File: config.mk
export PLATFORM = sky130hd
export DESIGN_NAME = multicycle_ctrl
export DESIGN_NICKNAME = d
export VERILOG_FILES = /design/src/rtl/mc_pkg.sv /design/src/rtl/mc_out_decode.sv /design/src/rtl/multicycle_ctrl.sv
export SDC_FILE = /design/constraint.sdc
export NUM_CORES = 1
export LEC_CHECK = 0
export ABC_AREA = 1
export CAP_MARGIN = 40
export CORE_MARGIN = 8
export CORE_UTILIZATION = 25
export DETAILED_ROUTE_END_ITERATION = 10
export PLACE_DENSITY = 0.52
export REMOVE_ABC_BUFFERS = 1
export SLEW_MARGIN = 20
export SYNTH_ARGS = -nofsm -noshare
export SYNTH_HDL_FRONTEND = slang
export SYNTH_SLANG_ARGS = --single-unit
File: constraint.sdc
create_clock -name clk -period 2.25 [get_ports clk]
set_clock_uncertainty 0.05 [all_clocks]
set_input_delay 0.45 -clock clk [delete_from_list [all_inputs] [get_ports clk]]
set_output_delay 0.45 -clock clk [all_outputs]
set_load 0.1 [all_outputs]
File: src/rtl/mc_pkg.sv
// Shared definitions for the multi-cycle CPU control FSM: opcodes, state
// encoding, mux-select codes and the per-state control vector.
package mc_pkg;

  localparam logic [5:0] OP_R    = 6'h00;
  localparam logic [5:0] OP_J    = 6'h02;
  localparam logic [5:0] OP_BEQ  = 6'h04;
  localparam logic [5:0] OP_ADDI = 6'h08;
  localparam logic [5:0] OP_LW   = 6'h23;
  localparam logic [5:0] OP_SW   = 6'h2B;

  typedef enum logic [3:0] {
    S_FETCH   = 4'd0,
    S_DECODE  = 4'd1,
    S_MEM_ADR = 4'd2,
    S_MEM_RD  = 4'd3,
    S_MEM_WB  = 4'd4,
    S_MEM_WR  = 4'd5,
    S_EXEC_R  = 4'd6,
    S_ALU_WB  = 4'd7,
    S_EXEC_I  = 4'd8,
    S_IMM_WB  = 4'd9,
    S_BRANCH  = 4'd10,
    S_JUMP    = 4'd11
  } state_e;

  localparam logic [1:0] SRCB_REG    = 2'b00;
  localparam logic [1:0] SRCB_FOUR   = 2'b01;
  localparam logic [1:0] SRCB_IMM    = 2'b10;
  localparam logic [1:0] SRCB_IMM_SH = 2'b11;

  localparam logic [1:0] ALU_ADD   = 2'b00;
  localparam logic [1:0] ALU_SUB   = 2'b01;
  localparam logic [1:0] ALU_FUNCT = 2'b10;

  localparam logic [1:0] PCSRC_ALU    = 2'b00;
  localparam logic [1:0] PCSRC_ALUOUT = 2'b01;
  localparam logic [1:0] PCSRC_JUMP   = 2'b10;

  typedef struct packed {
    logic       pc_write;
    logic       pc_write_cond;
    logic       ir_write;
    logic       mem_r;
    logic       mem_w;
    logic       reg_w;
    logic       reg_dst;
    logic       mem_to_reg;
    logic       alu_src_a;
    logic [1:0] alu_src_b;
    logic [1:0] alu_op;
    logic [1:0] pc_src;
  } ctrl_t;

  function automatic logic is_legal(input logic [5:0] op);
    return (op == OP_R) || (op == OP_J) || (op == OP_BEQ) ||
           (op == OP_ADDI) || (op == OP_LW) || (op == OP_SW);
  endfunction

endpackage

File: src/rtl/mc_out_decode.sv
// Pure state -> control-vector table; no gating by stall/reset here, the
// top applies that so this stays a Moore lookup.
module mc_out_decode
  import mc_pkg::*;
(
  input  state_e i_state,
  output ctrl_t  o_ctrl
);

  always_comb begin
    o_ctrl = '0;
    case (i_state)
      S_FETCH: begin
        o_ctrl.mem_r     = 1'b1;
        o_ctrl.ir_write  = 1'b1;
        o_ctrl.pc_write  = 1'b1;
        o_ctrl.alu_src_a = 1'b0;
        o_ctrl.alu_src_b = SRCB_FOUR;
        o_ctrl.alu_op    = ALU_ADD;
        o_ctrl.pc_src    = PCSRC_ALU;
      end
      S_DECODE: begin
        // branch target is precomputed here while the RF is read
        o_ctrl.alu_src_a = 1'b0;
        o_ctrl.alu_src_b = SRCB_IMM_SH;
        o_ctrl.alu_op    = ALU_ADD;
      end
      S_MEM_ADR: begin
        o_ctrl.alu_src_a = 1'b1;
        o_ctrl.alu_src_b = SRCB_IMM;
        o_ctrl.alu_op    = ALU_ADD;
      end
      S_MEM_RD: o_ctrl.mem_r = 1'b1;
      S_MEM_WR: o_ctrl.mem_w = 1'b1;
      S_MEM_WB: begin
        o_ctrl.reg_w      = 1'b1;
        o_ctrl.reg_dst    = 1'b0;
        o_ctrl.mem_to_reg = 1'b1;
      end
      S_EXEC_R: begin
        o_ctrl.alu_src_a = 1'b1;
        o_ctrl.alu_src_b = SRCB_REG;
        o_ctrl.alu_op    = ALU_FUNCT;
      end
      S_ALU_WB: begin
        o_ctrl.reg_w      = 1'b1;
        o_ctrl.reg_dst    = 1'b1;
        o_ctrl.mem_to_reg = 1'b0;
      end
      S_EXEC_I: begin
        o_ctrl.alu_src_a = 1'b1;
        o_ctrl.alu_src_b = SRCB_IMM;
        o_ctrl.alu_op    = ALU_ADD;
      end
      S_IMM_WB: begin
        o_ctrl.reg_w      = 1'b1;
        o_ctrl.reg_dst    = 1'b0;
        o_ctrl.mem_to_reg = 1'b0;
      end
      S_BRANCH: begin
        o_ctrl.alu_src_a     = 1'b1;
        o_ctrl.alu_src_b     = SRCB_REG;
        o_ctrl.alu_op        = ALU_SUB;
        o_ctrl.pc_write_cond = 1'b1;
        o_ctrl.pc_src        = PCSRC_ALUOUT;
      end
      S_JUMP: begin
        o_ctrl.pc_write = 1'b1;
        o_ctrl.pc_src   = PCSRC_JUMP;
      end
      default: o_ctrl = '0;
    endcase
  end

endmodule

File: src/rtl/multicycle_ctrl.sv
// Moore control FSM for the multi-cycle CPU datapath plus a retired-instruction
// counter. Stall freezes the FSM and masks every write enable.
module multicycle_ctrl
  import mc_pkg::*;
#(
  parameter int CNT_W = 32
) (
  input  logic             clk,
  input  logic             rst_n,
  input  logic [5:0]       opcode,
  input  logic             stall,
  output logic             pc_write,
  output logic             pc_write_cond,
  output logic             ir_write,
  output logic             mem_r,
  output logic             mem_w,
  output logic             reg_w,
  output logic             reg_dst,
  output logic             mem_to_reg,
  output logic             alu_src_a,
  output logic [1:0]       alu_src_b,
  output logic [1:0]       alu_op,
  output logic [1:0]       pc_src,
  output logic             illegal,
  output logic [3:0]       state_o,
  output logic [CNT_W-1:0] retired
);

  state_e           r_state;
  state_e           w_next;
  logic [CNT_W-1:0] r_retired;
  logic             w_retire;
  logic             w_we_ok;
  logic             w_legal;
  ctrl_t            w_ctrl;

  assign w_legal = is_legal(opcode);

  always_ff @(posedge clk) begin
    if (!rst_n) begin
      r_state   <= S_FETCH;
      r_retired <= '0;
    end else if (!stall) begin
      r_state <= w_next;
      if (w_retire) r_retired <= r_retired + CNT_W'(1);
    end
  end

  always_comb begin
    w_next   = S_FETCH;
    w_retire = 1'b0;
    case (r_state)
      S_FETCH: w_next = S_DECODE;
      S_DECODE: begin
        case (opcode)
          OP_LW, OP_SW: w_next = S_MEM_ADR;
          OP_R:         w_next = S_EXEC_R;
          OP_ADDI:      w_next = S_EXEC_I;
          OP_BEQ:       w_next = S_BRANCH;
          OP_J:         w_next = S_JUMP;
          default: begin
            // unknown opcode retires as a NOP
            w_next   = S_FETCH;
            w_retire = 1'b1;
          end
        endcase
      end
      S_MEM_ADR: w_next = (opcode == OP_LW) ? S_MEM_RD : S_MEM_WR;
      S_MEM_RD:  w_next = S_MEM_WB;
      S_EXEC_R:  w_next = S_ALU_WB;
      S_EXEC_I:  w_next = S_IMM_WB;
      S_MEM_WB, S_MEM_WR, S_ALU_WB, S_IMM_WB, S_BRANCH, S_JUMP: begin
        w_next   = S_FETCH;
        w_retire = 1'b1;
      end
      default: w_next = S_FETCH;
    endcase
  end

  mc_out_decode u_dec (
    .i_state (r_state),
    .o_ctrl  (w_ctrl)
  );

  // reset masks every strobe; stall masks writes but keeps the read strobe
  assign w_we_ok       = rst_n & ~stall;
  assign pc_write      = w_ctrl.pc_write      & w_we_ok;
  assign pc_write_cond = w_ctrl.pc_write_cond & w_we_ok;
  assign ir_write      = w_ctrl.ir_write      & w_we_ok;
  assign mem_w         = w_ctrl.mem_w         & w_we_ok;
  assign reg_w         = w_ctrl.reg_w         & w_we_ok;
  assign mem_r         = w_ctrl.mem_r         & rst_n;
  assign reg_dst       = w_ctrl.reg_dst;
  assign mem_to_reg    = w_ctrl.mem_to_reg;
  assign alu_src_a     = w_ctrl.alu_src_a;
  assign alu_src_b     = w_ctrl.alu_src_b;
  assign alu_op        = w_ctrl.alu_op;
  assign pc_src        = w_ctrl.pc_src;
  assign illegal       = (r_state == S_DECODE) & ~w_legal & w_we_ok;
  assign state_o       = r_state;
  assign retired       = r_retired;

endmodule
* Word-level counts from Yosys, hierarchy flattened
Index checks and enable logic that the tools add are counted.
Operators by class: shift-type cells 0, bitwise gates (word level) 11, eq/ne operators 16, $lt $le $gt $ge 0, muxes and demuxes 13, reduce and logical (&&, ||, !) cells 14, div/mod/pow operators 0, add/subtract/negate cells 1, multipliers 0
Operator list (count):
- $add 32x1->32 const B | 1
- $pmux 5 s5 | 1
- $pmux 4 s6 | 1
- $pmux 4 s5 | 1
- $eq 4x3->1 const B | 4
- $eq 4x4->1 const B | 4
- $eq 6x6->1 const B | 2
- $reduce_or 6->1 | 2
- $and 1x1->1 | 9
- $pmux 3 s3 | 1
- $eq 4x2->1 const B | 2
- $reduce_or 2->1 | 4
- $eq 6x2->1 const B | 1
- $eq 6x3->1 const B | 1
- $eq 6x4->1 const B | 1
- $logic_not 6->1 | 1
- $mux 1 | 6
- $logic_or 1x1->1 | 5
- $eq 4x1->1 const B | 1
- $logic_not 4->1 | 1
- $pmux 2 s2 | 1
- $mux 3 | 1
- $not 1->1 | 2
- $pmux 1 s2 | 1
- $reduce_and 2->1 | 1
Storage, ports and cells: ROM bits 0, latch bits 0, memory bits (writable) 0, output and inout bits 52, flip-flop bits (word level) 36, input bits 9, memories kept 0

* Depth between registers and ports, before layout
word-level depth 9, mapped depth 12, mapped depth without buffers 11

* Modules after synthesis
Synthesis repeated with hierarchy kept, for this count alone.
Unflattened totals: cell total of the unflattened synthesis 494, area total of the unflattened synthesis 2790.2 µm²
Modules (own cells, without submodules):
- multicycle_ctrl | cells each 456, area each 2598.7 µm², times used 1, seq. area each 720.7 µm²
- mc_out_decode | cells each 38, area each 191.4 µm², times used 1, seq. area each 0.0 µm²

* Worst setup path before layout
Ideal clock, no wire load.
path type reg2out, from reg r_state[3], in the netlist state_o[3], to out pc_write_cond, stages on the path, launching flop included 7, required time 1750 ps, buffers on the path 0, setup slack -2443 ps, arrival 4193 ps, cell sequence dfxtp_1 > inv_1 > nor2_1 > inv_1 > nor2_1 > inv_1 > nor2_1
Between the ends: word-level cells in the longest chain between the ends 3
Ends and longest elaborated chain:
- start, declared | line multicycle_ctrl.sv:29 | state_e r_state;
- start signal, assigned | line multicycle_ctrl.sv:44 | r_state <= w_next;
- $eq 4x4->1 | line mc_out_decode.sv:12 | case (i_state)
- $mux 1 | line mc_out_decode.sv:12
- $and 1x1->1 | line multicycle_ctrl.sv:88 | assign pc_write_cond = w_ctrl.pc_write_cond & w_we_ok;
- end, declared | line multicycle_ctrl.sv:13 | output logic pc_write_cond,
No other way between the ends.

* Worst setup path after layout
from in opcode[5], to out illegal
Between the ends: word-level cells in the longest chain between the ends 9
Ends and longest elaborated chain:
- start, declared | line multicycle_ctrl.sv:10 | input logic [5:0] opcode,
- $eq 6x2->1 / $logic_not 6->1 (equally long branches) | line mc_pkg.sv:56 | return (op == OP_R) || (op == OP_J) || (op == OP_BEQ) ||
- $logic_or 1x1->1 (3 in a row) | line mc_pkg.sv:56
- $logic_or 1x1->1 | line mc_pkg.sv:57 | (op == OP_ADDI) || (op == OP_LW) || (op == OP_SW);
- $logic_or 1x1->1 * | line mc_pkg.sv:57
- $not 1->1 * | line multicycle_ctrl.sv:99 | assign illegal = (r_state == S_DECODE) & ~w_legal & w_we_ok;
- $and 1x1->1 * (2 in a row) | line multicycle_ctrl.sv:99
- end, declared | line multicycle_ctrl.sv:24 | output logic illegal,
Every way passes the cells marked *; elsewhere a longest branch is shown, timed or not.

==> metrics <==
Req. time, crit path=1.75 ns; cells along the critical path=clkdlybuf4s50_1, nor2_2, nand3_1, nand2_1, nor2_2, nand2_2, nor2_4, buf_12; max frequency=0.4485 GHz; VDD IR max=0.1869 mV; post-layout util=35.43%; count of state elements after synthesis=36; fraction of layout cells with a size suffix above 1=19.20%; Crit path largest cell delay=0.51 ns; min-delay src=state_o[3]; Critical Path Source=opcode[5]; Initial Util=25.53%; crit path DAT=1.73 ns; die height=118.4 um; clk sink count=36; row cnt=37; Design Area, Final=0.003641 mm^2; Mapped Area=0.002624 mm^2; CTS tree=built; Worst Hold Path Cells=2; crit share post-route=99.10%; antenna-violating nets left=0; R2R cell count=12; Leak=1.410 nW; hold crit path type=flip-flop to flip-flop; unique cell type count in the Yosys netlist=25; chip width=118.4 um; H-Tree Depth=2; sum of negative setup slack=0 ns; die footprint=0.01403 mm^2; Vias per Instance=4.576; sequential cell area=723.2 um^2; Slew headroom=73.92%; clk root buf=clkbuf_8; RSZ-0062 raised after global routing=yes; gr usage total=12.10%; cells after synthesis=455; reg-to-reg critical path endpoint=retired[20]; CTS Buf Count=5; Antenna Cells=0; Period minus WS final=2.230 ns; Fill cells=1,181; First DRT Iteration DRCs=145; CP Class=input pin to primary output; sequential fraction of the synthesis area=27.47%; area of the multi-input gates=0.001713 mm^2; Top cell by count, worst path=nor2_2; slowest stage cell, crit path=clkdlybuf4s50_1; total chip power=1.435 mW; Max Fanout on Critical Path=3; PwrDens=394.0 mW/mm^2; WL final=8.534 mm; RR Startpoint=state_o[3]; fin nets=536; syn_area_per_cell=5.767 um^2; final hold violation count=0; HPWL after DPL=6.585 mm; Finish-stage setup viols=0; Cell Area, Placed=0.003503 mm^2; clk slew on worst S/H paths=0.07 ns; initial antenna violation count=0; core area=0.01028 mm^2; Slew Limit Fails=0; Vias=3,029; routability congestion estimate=0.8333; WP buf/inv=2; maxcap violations=0; crit-path leading delay family=buffers and inverters; WL/cell=12.89 um; Clk Latency, worst-skew pair=0.29 ns; first-pass GRT wire length=14.21 mm; DRC viols=0; Slew @ Worst Pin=0.3912 ns; Port Buffers=60; outcome=finished clean; hold endpoint=state_o[3]; Synth warnings=0; Reg2Reg Setup Slack=0.39 ns; vias in the first global route=2,795; Ports=61; Post-CTS Hold Buffers=0; largest net degree at the start of global routing=35; drt first pass iters=4; CP Launch Type=input pin; clk buf depth=2; Critical Path Sink Type=primary output; GRT overflow=0; area delta synth->final=38.77%
[cell type report]
type | instances | share of cell area [%]
multi-input combinational | 373 | 47.04
timing repair buffer | 77 | 22.34
sequential | 36 | 19.86
tap | 136 | 4.674
inverter | 33 | 3.436
clock buffer | 7 | 2.646
[sequential cells by signal (all words and copies together) (netlist names)]
register,count
retired,32
state_o,4
[synth_stat cells, drive strengths merged]
library cell / instances / area [um^2]
xnor2: 9 / 78.83
nor3: 3 / 15.01
a21oi: 37 / 188.9
dfxtp: 36 / 720.7
nand3b: 16 / 120.1
ha: 1 / 12.51
o21ai: 12 / 60.06
or2: 2 / 12.52
nor2: 81 / 316.5
inv: 30 / 112.6
clkinv: 3 / 11.26
nand2: 171 / 661.9
xor2: 1 / 8.760
buf: 10 / 90.08
clkbuf: 3 / 11.26
o211ai: 1 / 7.510
nand3: 39 / 195.2
[how the worst max path moves through the flow]
| stage | end | cells past startpoint | slack (ns) |
|---|---|---|---|
| 2_1_floorplan | pc_write_cond | 6 | -2.44 |
| 6_report | illegal | 8 | 0.02 |
| 3_5_place_dp | pc_write | 7 | -0.09 |
| 4_1_cts | illegal | 8 | -0.05 |
| 3_3_place_gp | pc_write | 7 | -0.08 |
| 5_1_grt | illegal | 8 | -0.08 |
[per-stage QoR]
| step | setup slack, ns | std cells | hold WS, ns |
|---|---|---|---|
| final | 0.02027 | 662 | 0.4287 |
| after global routing | -0.08112 | 662 | 0.4386 |
| after CTS | -0.05131 | 662 | 0.4316 |
| after detailed placement | -0.08677 | 655 | 0.4216 |
| after global placement | -0.08295 | 655 | 0.4159 |
| after floorplan | -2.443 | 442 | 0.5357 |
[cells in the final DEF (no fill, tap or decap), drive strengths merged, types with 3 or more instances in the layout]
| cell type | n |
|---|---|
| nand2 | 171 |
| nand3 | 39 |
| clkinv | 3 |
| o21ai | 12 |
| nand3b | 16 |
| a21oi | 37 |
| clkbuf | 7 |
| inv | 30 |
| clkdlybuf4s50 | 7 |
| dfxtp | 36 |
| buf | 69 |
| nor3 | 3 |
| nor2 | 81 |
| xnor2 | 9 |
[kinds of logic after synthesis]
logic type / count (synthesis) / synth area share, %
simple gates: 312 / 50.36
compound gates: 50 / 9.776
buf+inv: 46 / 8.583
flops: 36 / 27.47
xor+xnor: 10 / 3.338
fa+ha+maj: 1 / 0.4768
[layer usage]
layer | wire, um | part of all wire (%) | up-vias | GRT usage, %
met5 | 0 | 0 | - | 0
met4 | 87 | 1.0 | 0 | 3.241
met3 | 406 | 4.8 | 8 | 2.380
met2 | 3824 | 45 | 64 | 19.36
met1 | 4215 | 49 | 1377 | 16.22
li1 | - | - | 1580 | -
[worst register-to-register path: stages (launching register included)]
cell     delay (ns)
dfxtp_1        0.33
inv_1          0.10
nand2_1        0.18
nor2_4         0.17
nand2_1        0.08
nor2_2         0.09
nand2_2        0.08
buf_4          0.15
nand2_4        0.07
nand2_4        0.12
buf_12         0.19
nand2_1        0.08
a21oi_1        0.06
[where the power goes]
part	total (mW)	switching (mW)	internal (mW)
clock	0.518	0.245	0.273
combinational	0.267	0.182	0.0848
sequential	0.649	0.00832	0.641
total	1.43	0.435	0.999
[what timing repair did]
action	in CTS	in global routing
setup endpoints to repair	6	13
gates resized for setup	3	16
buffers inserted	0	0
hold endpoints to repair	0	0
Power figures use the tool's default switching activity.
